$ cat src/rtl/ux607_sram_icb_arbt_pkg.sv
// ux607_sram_icb_arbt_pkg: shared port IDs and ICB command pack width for the SRAM ICB arbiter
package ux607_sram_icb_arbt_pkg;

    localparam logic ARBT_ID_CORE = 1'b0;
    localparam logic ARBT_ID_SYS  = 1'b1;

    // {read, addr, wdata, wmask, usr} at the default widths
    localparam int ICB_CMD_PACK_W = 32 + 32 + 4 + 3 + 1;

    function automatic int icb_cmd_pack_w(input int aw, input int dw, input int mw, input int usr_w);
        return aw + dw + mw + usr_w + 1;
    endfunction

endpackage

$ cat src/rtl/ux607_sram_arbt_idfifo.sv
// ux607_sram_arbt_idfifo: OSD-deep FIFO of 1-bit port ids with explicit full/empty flags
module ux607_sram_arbt_idfifo #(
    parameter int OSD = 2
) (
    input  logic clk,
    input  logic rst_n,
    input  logic push,
    input  logic push_id,
    input  logic pop,
    output logic full,
    output logic empty,
    output logic head
);

    localparam int PW = (OSD > 1) ? $clog2(OSD) : 1;

    logic [PW-1:0]  wptr;
    logic [PW-1:0]  rptr;
    logic [OSD-1:0] mem;

    function automatic logic [PW-1:0] inc(input logic [PW-1:0] p);
        return (p == PW'(OSD - 1)) ? '0 : p + 1'b1;
    endfunction

    assign head = mem[rptr];

    // Pointers wrap modulo OSD; flags disambiguate the equal-pointer case
    always_ff @(posedge clk or negedge rst_n) begin
        if (!rst_n) begin
            wptr  <= '0;
            rptr  <= '0;
            mem   <= '0;
            full  <= 1'b0;
            empty <= 1'b1;
        end else begin
            if (push) begin
                mem[wptr] <= push_id;
                wptr      <= inc(wptr);
            end
            if (pop)
                rptr <= inc(rptr);
            if (push && !pop) begin
                full  <= (inc(wptr) == rptr);
                empty <= 1'b0;
            end else if (pop && !push) begin
                empty <= (inc(rptr) == wptr);
                full  <= 1'b0;
            end
        end
    end

endmodule

$ cat src/rtl/ux607_sram_icb_arbt.sv
// ux607_sram_icb_arbt: two-port ICB arbiter (core/system) in front of one SRAM ICB controller
// Optional anti-starvation for port 1: define UX607_SRAM_ARBT_ANTISTARVE_EN
module ux607_sram_icb_arbt
    import ux607_sram_icb_arbt_pkg::*;
#(
    parameter int DW       = 32,
    parameter int MW       = 4,
    parameter int AW       = 32,
    parameter int USR_W    = 3,
    parameter int OSD      = 2,
    parameter int STARVE_W = 4
) (
    input  logic                clk,
    input  logic                rst_n,
    input  logic                i0_icb_cmd_valid,
    output logic                i0_icb_cmd_ready,
    input  logic                i0_icb_cmd_read,
    input  logic [AW-1:0]       i0_icb_cmd_addr,
    input  logic [DW-1:0]       i0_icb_cmd_wdata,
    input  logic [MW-1:0]       i0_icb_cmd_wmask,
    input  logic [USR_W-1:0]    i0_icb_cmd_usr,
    output logic                i0_icb_rsp_valid,
    input  logic                i0_icb_rsp_ready,
    output logic [DW-1:0]       i0_icb_rsp_rdata,
    output logic [USR_W-1:0]    i0_icb_rsp_usr,
    input  logic                i1_icb_cmd_valid,
    output logic                i1_icb_cmd_ready,
    input  logic                i1_icb_cmd_read,
    input  logic [AW-1:0]       i1_icb_cmd_addr,
    input  logic [DW-1:0]       i1_icb_cmd_wdata,
    input  logic [MW-1:0]       i1_icb_cmd_wmask,
    input  logic [USR_W-1:0]    i1_icb_cmd_usr,
    output logic                i1_icb_rsp_valid,
    input  logic                i1_icb_rsp_ready,
    output logic [DW-1:0]       i1_icb_rsp_rdata,
    output logic [USR_W-1:0]    i1_icb_rsp_usr,
    output logic                o_icb_cmd_valid,
    input  logic                o_icb_cmd_ready,
    output logic                o_icb_cmd_read,
    output logic [AW-1:0]       o_icb_cmd_addr,
    output logic [DW-1:0]       o_icb_cmd_wdata,
    output logic [MW-1:0]       o_icb_cmd_wmask,
    output logic [USR_W-1:0]    o_icb_cmd_usr,
    input  logic                o_icb_rsp_valid,
    output logic                o_icb_rsp_ready,
    input  logic [DW-1:0]       o_icb_rsp_rdata,
    input  logic [USR_W-1:0]    o_icb_rsp_usr,
    input  logic [STARVE_W-1:0] starve_max,
    output logic                arbt_active
);

    localparam int CW = icb_cmd_pack_w(AW, DW, MW, USR_W);

    logic          grant;
    logic          grant_unl;
    logic          lock;
    logic          lock_id;
    logic          fifo_full;
    logic          fifo_empty;
    logic          fifo_head;
    logic          cmd_hs;
    logic          rsp_hs;
    logic [CW-1:0] i0_pack;
    logic [CW-1:0] i1_pack;

    assign i0_pack = {i0_icb_cmd_read, i0_icb_cmd_addr, i0_icb_cmd_wdata, i0_icb_cmd_wmask, i0_icb_cmd_usr};
    assign i1_pack = {i1_icb_cmd_read, i1_icb_cmd_addr, i1_icb_cmd_wdata, i1_icb_cmd_wmask, i1_icb_cmd_usr};

`ifdef UX607_SRAM_ARBT_ANTISTARVE_EN
    logic [STARVE_W-1:0] starve_cnt;
    logic                sys_prio;

    assign sys_prio = (starve_max != '0) && (starve_cnt >= starve_max);

    // Starved port 1 jumps ahead of port 0 for the next unlocked grant
    always_comb begin
        grant_unl = sys_prio ? (i1_icb_cmd_valid ? ARBT_ID_SYS : ARBT_ID_CORE)
                             : (i0_icb_cmd_valid ? ARBT_ID_CORE : ARBT_ID_SYS);
    end

    // Count cycles port 1 waits ungranted; saturate, clear on its acceptance
    always_ff @(posedge clk or negedge rst_n) begin
        if (!rst_n)
            starve_cnt <= '0;
        else if (i1_icb_cmd_valid && i1_icb_cmd_ready)
            starve_cnt <= '0;
        else if (i1_icb_cmd_valid && grant != ARBT_ID_SYS && starve_cnt != '1)
            starve_cnt <= starve_cnt + 1'b1;
    end
`else
    logic unused_starve_max;

    assign unused_starve_max = ^starve_max;

    // Pure fixed priority: port 0 always wins
    always_comb begin
        grant_unl = i0_icb_cmd_valid ? ARBT_ID_CORE : ARBT_ID_SYS;
    end
`endif

    assign grant  = lock ? lock_id : grant_unl;
    assign cmd_hs = o_icb_cmd_valid && o_icb_cmd_ready;
    assign rsp_hs = o_icb_rsp_valid && o_icb_rsp_ready;

    assign o_icb_cmd_valid  = (grant ? i1_icb_cmd_valid : i0_icb_cmd_valid) && !fifo_full;
    assign {o_icb_cmd_read, o_icb_cmd_addr, o_icb_cmd_wdata, o_icb_cmd_wmask, o_icb_cmd_usr} =
        grant ? i1_pack : i0_pack;
    assign i0_icb_cmd_ready = o_icb_cmd_ready && grant == ARBT_ID_CORE && !fifo_full;
    assign i1_icb_cmd_ready = o_icb_cmd_ready && grant == ARBT_ID_SYS && !fifo_full;

    // Hold the grant while the downstream stalls a presented command
    always_ff @(posedge clk or negedge rst_n) begin
        if (!rst_n) begin
            lock    <= 1'b0;
            lock_id <= ARBT_ID_CORE;
        end else if (o_icb_cmd_valid && !o_icb_cmd_ready) begin
            lock    <= 1'b1;
            lock_id <= grant;
        end else if (cmd_hs) begin
            lock <= 1'b0;
        end
    end

    ux607_sram_arbt_idfifo #(.OSD(OSD)) u_idfifo (
        .clk     (clk),
        .rst_n   (rst_n),
        .push    (cmd_hs),
        .push_id (grant),
        .pop     (rsp_hs),
        .full    (fifo_full),
        .empty   (fifo_empty),
        .head    (fifo_head)
    );

    assign i0_icb_rsp_valid = o_icb_rsp_valid && !fifo_empty && fifo_head == ARBT_ID_CORE;
    assign i1_icb_rsp_valid = o_icb_rsp_valid && !fifo_empty && fifo_head == ARBT_ID_SYS;
    assign o_icb_rsp_ready  = (fifo_head ? i1_icb_rsp_ready : i0_icb_rsp_ready) && !fifo_empty;
    assign i0_icb_rsp_rdata = o_icb_rsp_rdata;
    assign i1_icb_rsp_rdata = o_icb_rsp_rdata;
    assign i0_icb_rsp_usr   = o_icb_rsp_usr;
    assign i1_icb_rsp_usr   = o_icb_rsp_usr;

    assign arbt_active = i0_icb_cmd_valid || i1_icb_cmd_valid || !fifo_empty;

endmodule

$ cat config.mk
export PLATFORM = sky130hd
export DESIGN_NAME = ux607_sram_icb_arbt
export DESIGN_NICKNAME = d
export VERILOG_FILES = /design/src/rtl/ux607_sram_icb_arbt_pkg.sv /design/src/rtl/ux607_sram_arbt_idfifo.sv /design/src/rtl/ux607_sram_icb_arbt.sv
export SDC_FILE = /design/constraint.sdc
export NUM_CORES = 1
export LEC_CHECK = 0
export CORE_AREA = 2 2 132 134
export CTS_CLUSTER_SIZE = 14
export DETAILED_ROUTE_END_ITERATION = 7
export DIE_AREA = 0 0 134 136
export PLACE_DENSITY = 0.57
export SYNTH_ARGS = -nofsm -noshare
export SYNTH_HDL_FRONTEND = slang
export SYNTH_SLANG_ARGS = --single-unit
$ cat constraint.sdc
create_clock -name clk -period 4.24 [get_ports clk]
set_input_delay 0.424 -clock clk [delete_from_list [all_inputs] [get_ports clk]]
set_output_delay 0.424 -clock clk [all_outputs]
set_load 0.1 [all_outputs]
==> impl_metrics.yaml, run 1 <==
worst_setup_path:
  reg2reg_from: "u_idfifo.rptr"
  cp-startpoint: "i0_icb_cmd_valid"
  cp_max_fo: 5
  regToRegSetupSlack_ns: 2.39
  critPathArrivalTime_ns: 2.52
  path_class: "in -> out"
  rr_worst_depth: 6
  end_kind: "primary output"
  reg2reg_to: "u_idfifo.full"
  cp-start-kind: "input port"
  worstPathRequired_ns: 3.82
floorplan:
  initial_utilization: 0.110
  core_area_mm2: 0.0169
  die-area_mm2: 0.0182
  die_h_um: 136
  boundaryPins: 340
  row_count: 48
  die_x_um: 134
grt:
  track_usage: 0.0911
  grt_pass1_vias: 2285
  grt_first_pass_wirelength_um: 13000
  gr-total-overflow: 0
  antenna_found_initial: 0
  grt_max_degree: 75
final_layout:
  nNetsFinal: 693
  utilization: 0.224
  n_antenna_cell: 0
  area_delta_synth_final_pct: 103
  fillers: 1877
  layout-drive-gt1-share: 0.174
synth:
  synth_compound_area_frac: 0.0235
  synthCells: 350
  synth_xor_area_frac: 0.0141
  netlist-cell-type-count: 25
  synthAdderAreaFrac: 0.00672
  yosys_warnings: 0
  yosys-mux-area-fraction: 0.0228
  ys_ff_latch: 8
  synth-simple-area-share: 0.502
  mappedNetlistArea_mm2: 0.00186
  synth_top_family_by_area: "simple AND/OR/NAND/NOR gates"
  ys_seq_area_frac: 0.108
  avgSynthCellArea_um2: 5.32
  syn_nets: 542
timing:
  worstMarginPinSlew_ns: 0.979
  rsz0062_at_grt: "false"
  setup_tns_ns: 0
  fin_skew_ns: 0.00165
  fin_crit_sh: 0.694
  hold_viol_final: 0
  drv_slew: 0
  max-slew-margin-rel: 0.346
  setup_violations: 0
  fmax_mhz: 340
  fin_crit_ns: 2.94
routing:
  final_antenna_net_count: 0
  drt_iter0_drc: 69
  drcViolationCount: 0
  wirelength_um: 9360
  wire_per_inst_um: 12.9
  vias_per_cell: 3.42
  first_pass_iters: 4
  vias: 2482
clock_tree:
  cts_made_buffers: 3
  post-cts-setup-buffers: 0
  postCtsResizedCells: 0
  cts_tree: "done"
  clk_path_buf_depth: 2
  clock_latency_ns: 0.24
  path_clk_slew_ns: 0.04
  cts_hold_buf: 0
  h-tree-depth: 1
  cts.sinks: 8
  cts_root_buffer: "clkbuf_16"
placement:
  hpwl_um: 7660
  port-buffer-count: 230
  gp_congestion: 0.748
run_status:
  status: "finished clean"
job:
  drv_cap: 0
hold_path:
  hp-class: "in -> async"
[cells in the mapped netlist (all sizes together)]
master	count	area (um2)
and3b	1	10.0
nor3	3	20.0
dfstp	1	26.3
nand2	220	826
or2	1	8.76
xnor2	3	26.3
nor4	2	12.5
mux2i	2	20.0
ha	1	12.5
o21a	1	7.51
clkbuf	5	18.8
a21oi	3	18.8
buf	81	578
dfrtp	7	175
inv	1	3.75
mux2	2	22.5
o21ai	2	10.0
nand2b	4	25.0
o31ai	1	7.51
nor2	9	33.8
[through the flow]
| stage | hold WS, ns | worst slack [ns] | cell area, um2 | cells |
|---|---|---|---|---|
| 2_1_floorplan | 0.128 | 1.17 | 1860 | 350 |
| 3_3_place_gp | 0.493 | 1.30 | 3710 | 721 |
| 3_5_place_dp | 0.496 | 1.31 | 3710 | 721 |
| 4_1_cts | 0.488 | 1.30 | 3790 | 725 |
| 5_1_grt | 0.501 | 1.20 | 3790 | 725 |
| 6_report | 0.480 | 1.30 | 3790 | 725 |
[flip-flops by register name, summed over array words and instances, names as in the netlist]
register	cells
u_idfifo.mem	2
lock	1
lock_id	1
u_idfifo.empty	1
u_idfifo.full	1
u_idfifo.rptr	1
u_idfifo.wptr	1
[metal layers]
| layer | up-vias | track usage | part of all wire |
|---|---|---|---|
| li1 | 1287 | - | - |
| met1 | 1001 | 0.0965 | 0.36 |
| met2 | 183 | 0.163 | 0.49 |
| met3 | 11 | 0.0455 | 0.14 |
| met4 | 0 | 0.0171 | 0.0097 |
| met5 | - | 0.0111 | 0 |
[cell type report]
| class | count | area (um2) | area share |
|---|---|---|---|
| inverters | 1 | 3.75 | 0.000991 |
| repair buffers | 232 | 2150 | 0.567 |
| well taps | 225 | 282 | 0.0744 |
| multi-input cells | 255 | 1070 | 0.284 |
| clock buffers | 4 | 78.8 | 0.0208 |
| flip-flops and latches | 8 | 201 | 0.0532 |
[placed cells by master (no fill, tap or decap)]
cell type,count
a21oi_2,1
nand2_1,220
a21oi_1,2
ha_1,1
o31ai_1,1
mux2i_1,2
nor4_1,2
inv_1,1
nor2_1,9
clkbuf_1,1
nor3_2,1
dfrtp_1,7
and3b_2,1
nand2b_1,4
mux2_2,2
buf_4,74
or2_4,1
dfstp_2,1
clkdlybuf4s50_1,157
buf_12,1
nor3_1,2
o21a_2,1
o21ai_0,1
xnor2_1,3
clkbuf_16,3
o21ai_4,1
[kinds of logic after synthesis]
group           count (synthesis)
flops                           8
fa+ha+maj                       1
xor+xnor                        3
mux                             4
buf+inv                        87
simple gates                  240
compound gates                  7
[critical path: stages]
cell	delay [ns]
clkdlybuf4s50_1	0.62
a21oi_2	0.10
nor3_1	0.20
clkdlybuf4s50_1	1.17
[worst max-delay path by stage]
| stage | end | slack [ns] | depth (start not counted) |
|---|---|---|---|
| after floorplan | o_icb_cmd_valid | 1.17 | 3 |
| after global placement | o_icb_cmd_addr[22] | 1.30 | 6 |
| after detailed placement | o_icb_cmd_addr[22] | 1.31 | 6 |
| after CTS | o_icb_cmd_addr[22] | 1.30 | 6 |
| after global routing | o_icb_cmd_wdata[6] | 1.20 | 6 |
| final | o_icb_cmd_valid | 1.30 | 4 |
Power of run 1 is not shown: default switching activity piles up to over one toggle a cycle in this logic, so the estimate is an artifact.
==> run 2: changes to the inputs <==
--- a/config.mk
+++ b/config.mk
@@ -5,11 +5,11 @@
 export SDC_FILE = /design/constraint.sdc
 export NUM_CORES = 1
 export LEC_CHECK = 0
-export CORE_AREA = 2 2 132 134
+export CORE_AREA = 2 2 133 135
 export CTS_CLUSTER_SIZE = 14
 export DETAILED_ROUTE_END_ITERATION = 7
-export DIE_AREA = 0 0 134 136
-export PLACE_DENSITY = 0.57
+export DIE_AREA = 0 0 135 137
+export PLACE_DENSITY = 0.59
 export SYNTH_ARGS = -nofsm -noshare
 export SYNTH_HDL_FRONTEND = slang
 export SYNTH_SLANG_ARGS = --single-unit
==> constraint.sdc (replaced) <==
create_clock -name clk -period 2.41 [get_ports clk]
set_input_delay 0.241 -clock clk [delete_from_list [all_inputs] [get_ports clk]]
set_output_delay 0.241 -clock clk [all_outputs]
set_load 0.1 [all_outputs]
==> impl_metrics.yaml, run 2 (synthesized netlist as in run 1, its figures left out) <==
run_status:
  status: "finished clean"
placement:
  place_area_mm2: 0.00470
  hpwl_um: 8000
  gp_congestion: 0.719
  port-buffer-count: 230
  place_ws_ns: 0.328
final_layout:
  multi_input_area_mm2: 0.00108
  layout-drive-gt1-share: 0.193
  n_antenna_cell: 0
  area_delta_synth_final_pct: 157
  layout_commonest_cell: "nand2_1"
  nNetsFinal: 695
  fillers: 1815
  design_area_mm2: 0.00478
  regArea_um2: 201
  largest_register: "u_idfifo.mem"
  largest_reg_flops: 2
  most-common-layout-cells: "nand2_1, clkdlybuf4s50_1, buf_12, nor2_1, dfrtp_1"
worst_setup_path:
  cp_max_fo: 33
  cp_top_family: "buffers and inverters"
  reg2reg_from: "u_idfifo.rptr"
  crit_path_frequent_cell: "nand2_1"
  cp-start-kind: "input port"
  crit_path_top_delay_cell: "clkdlybuf4s50_1"
  end_kind: "primary output"
  cp_num_buf_inv: 3
  path_class: "in -> out"
  worstPathRequired_ns: 2.17
  rr_worst_depth: 6
  regToRegSetupSlack_ns: 0.51
  critPathArrivalTime_ns: 1.82
  reg2reg_to: "u_idfifo.full"
  crit_chain: "clkdlybuf4s50_1, o21ai_4, buf_4, nand2_1, nand2_1, buf_12"
  worst_path_largest_cell_delay_ns: 0.55
timing:
  fin_skew_ns: 0.00296
  fin_crit_ns: 2.06
  fin_crit_sh: 0.854
  drv_slew: 0
  rsz0062_at_grt: "false"
  hold_viol_final: 0
  setup_ws_ns: 0.351
  setup_violations: 0
  setup_tns_ns: 0
  max-slew-margin-rel: 0.746
  fmax_mhz: 486
  worstMarginPinSlew_ns: 0.371
clock_tree:
  post-cts-setup-buffers: 0
  postCtsResizedCells: 0
  cts.sinks: 8
  h-tree-depth: 1
  cts_made_buffers: 3
  cts_hold_buf: 0
  cts_root_buffer: "clkbuf_16"
  clk_path_buf_depth: 2
  cts_tree: "done"
  clock_latency_ns: 0.23
  path_clk_slew_ns: 0.04
grt:
  grt_max_degree: 43
  grt_first_pass_wirelength_um: 13100
  track_usage: 0.0902
  gr-total-overflow: 0
  grt_pass1_vias: 2470
  antenna_found_initial: 0
routing:
  vias: 2554
  first_pass_iters: 4
  wire_per_inst_um: 12.8
  drcViolationCount: 0
  final_antenna_net_count: 0
  wirelength_um: 9280
  drt_iter0_drc: 70
  vias_per_cell: 3.51
floorplan:
  boundaryPins: 340
  die-area_mm2: 0.0185
  initial_utilization: 0.109
  die_h_um: 137
  row_count: 48
  die_x_um: 135
  core_area_mm2: 0.0171
job:
  drv_cap: 0
hold_path:
  hp-class: "in -> async"
==> run 2: cell types whose count changed in the layout (fill, tap and decap cells not counted), sizes merged <==
cell,previous run,this run
buf,75,83
clkdlybuf4s50,157,151
==> run 2: worst max path at each step <==
stage,end,start,cells past startpoint
2_1_floorplan,i0_icb_cmd_ready,lock,4
3_3_place_gp,o_icb_cmd_addr[11],i0_icb_cmd_valid,6
3_5_place_dp,o_icb_cmd_addr[11],i0_icb_cmd_valid,6
4_1_cts,o_icb_cmd_addr[11],i0_icb_cmd_valid,6
5_1_grt,o_icb_cmd_wdata[1],i0_icb_cmd_valid,6
6_report,o_icb_cmd_addr[11],i0_icb_cmd_valid,6
==> run 2: layer usage <==
layer  vias to the layer above  GRT usage  wire, um
li1                       1290          -         -
met1                      1039     0.0804      2770
met2                       219      0.177      4890
met3                         6     0.0537      1590
met4                         0     0.0127        24
met5                         -          0         0
==> run 2: metrics by stage <==
stage               hold WS (ns)  instances  utilization
floorplan                -0.0546        350            -
global placement           0.483        723        0.276
detailed placement         0.483        723        0.276
CTS                        0.309        727        0.280
global route               0.329        727        0.280
finish                     0.297        727        0.280
==> run 2: area by class of cell <==
cell class                      count  area share
Tap cell                          225      0.0589
Timing Repair Buffer              234       0.656
Sequential cell                     8      0.0421
Multi-Input combinational cell    255       0.226
Inverter                            1    0.000785
Clock buffer                        4      0.0165
Power of run 2 is left out for the same reason.
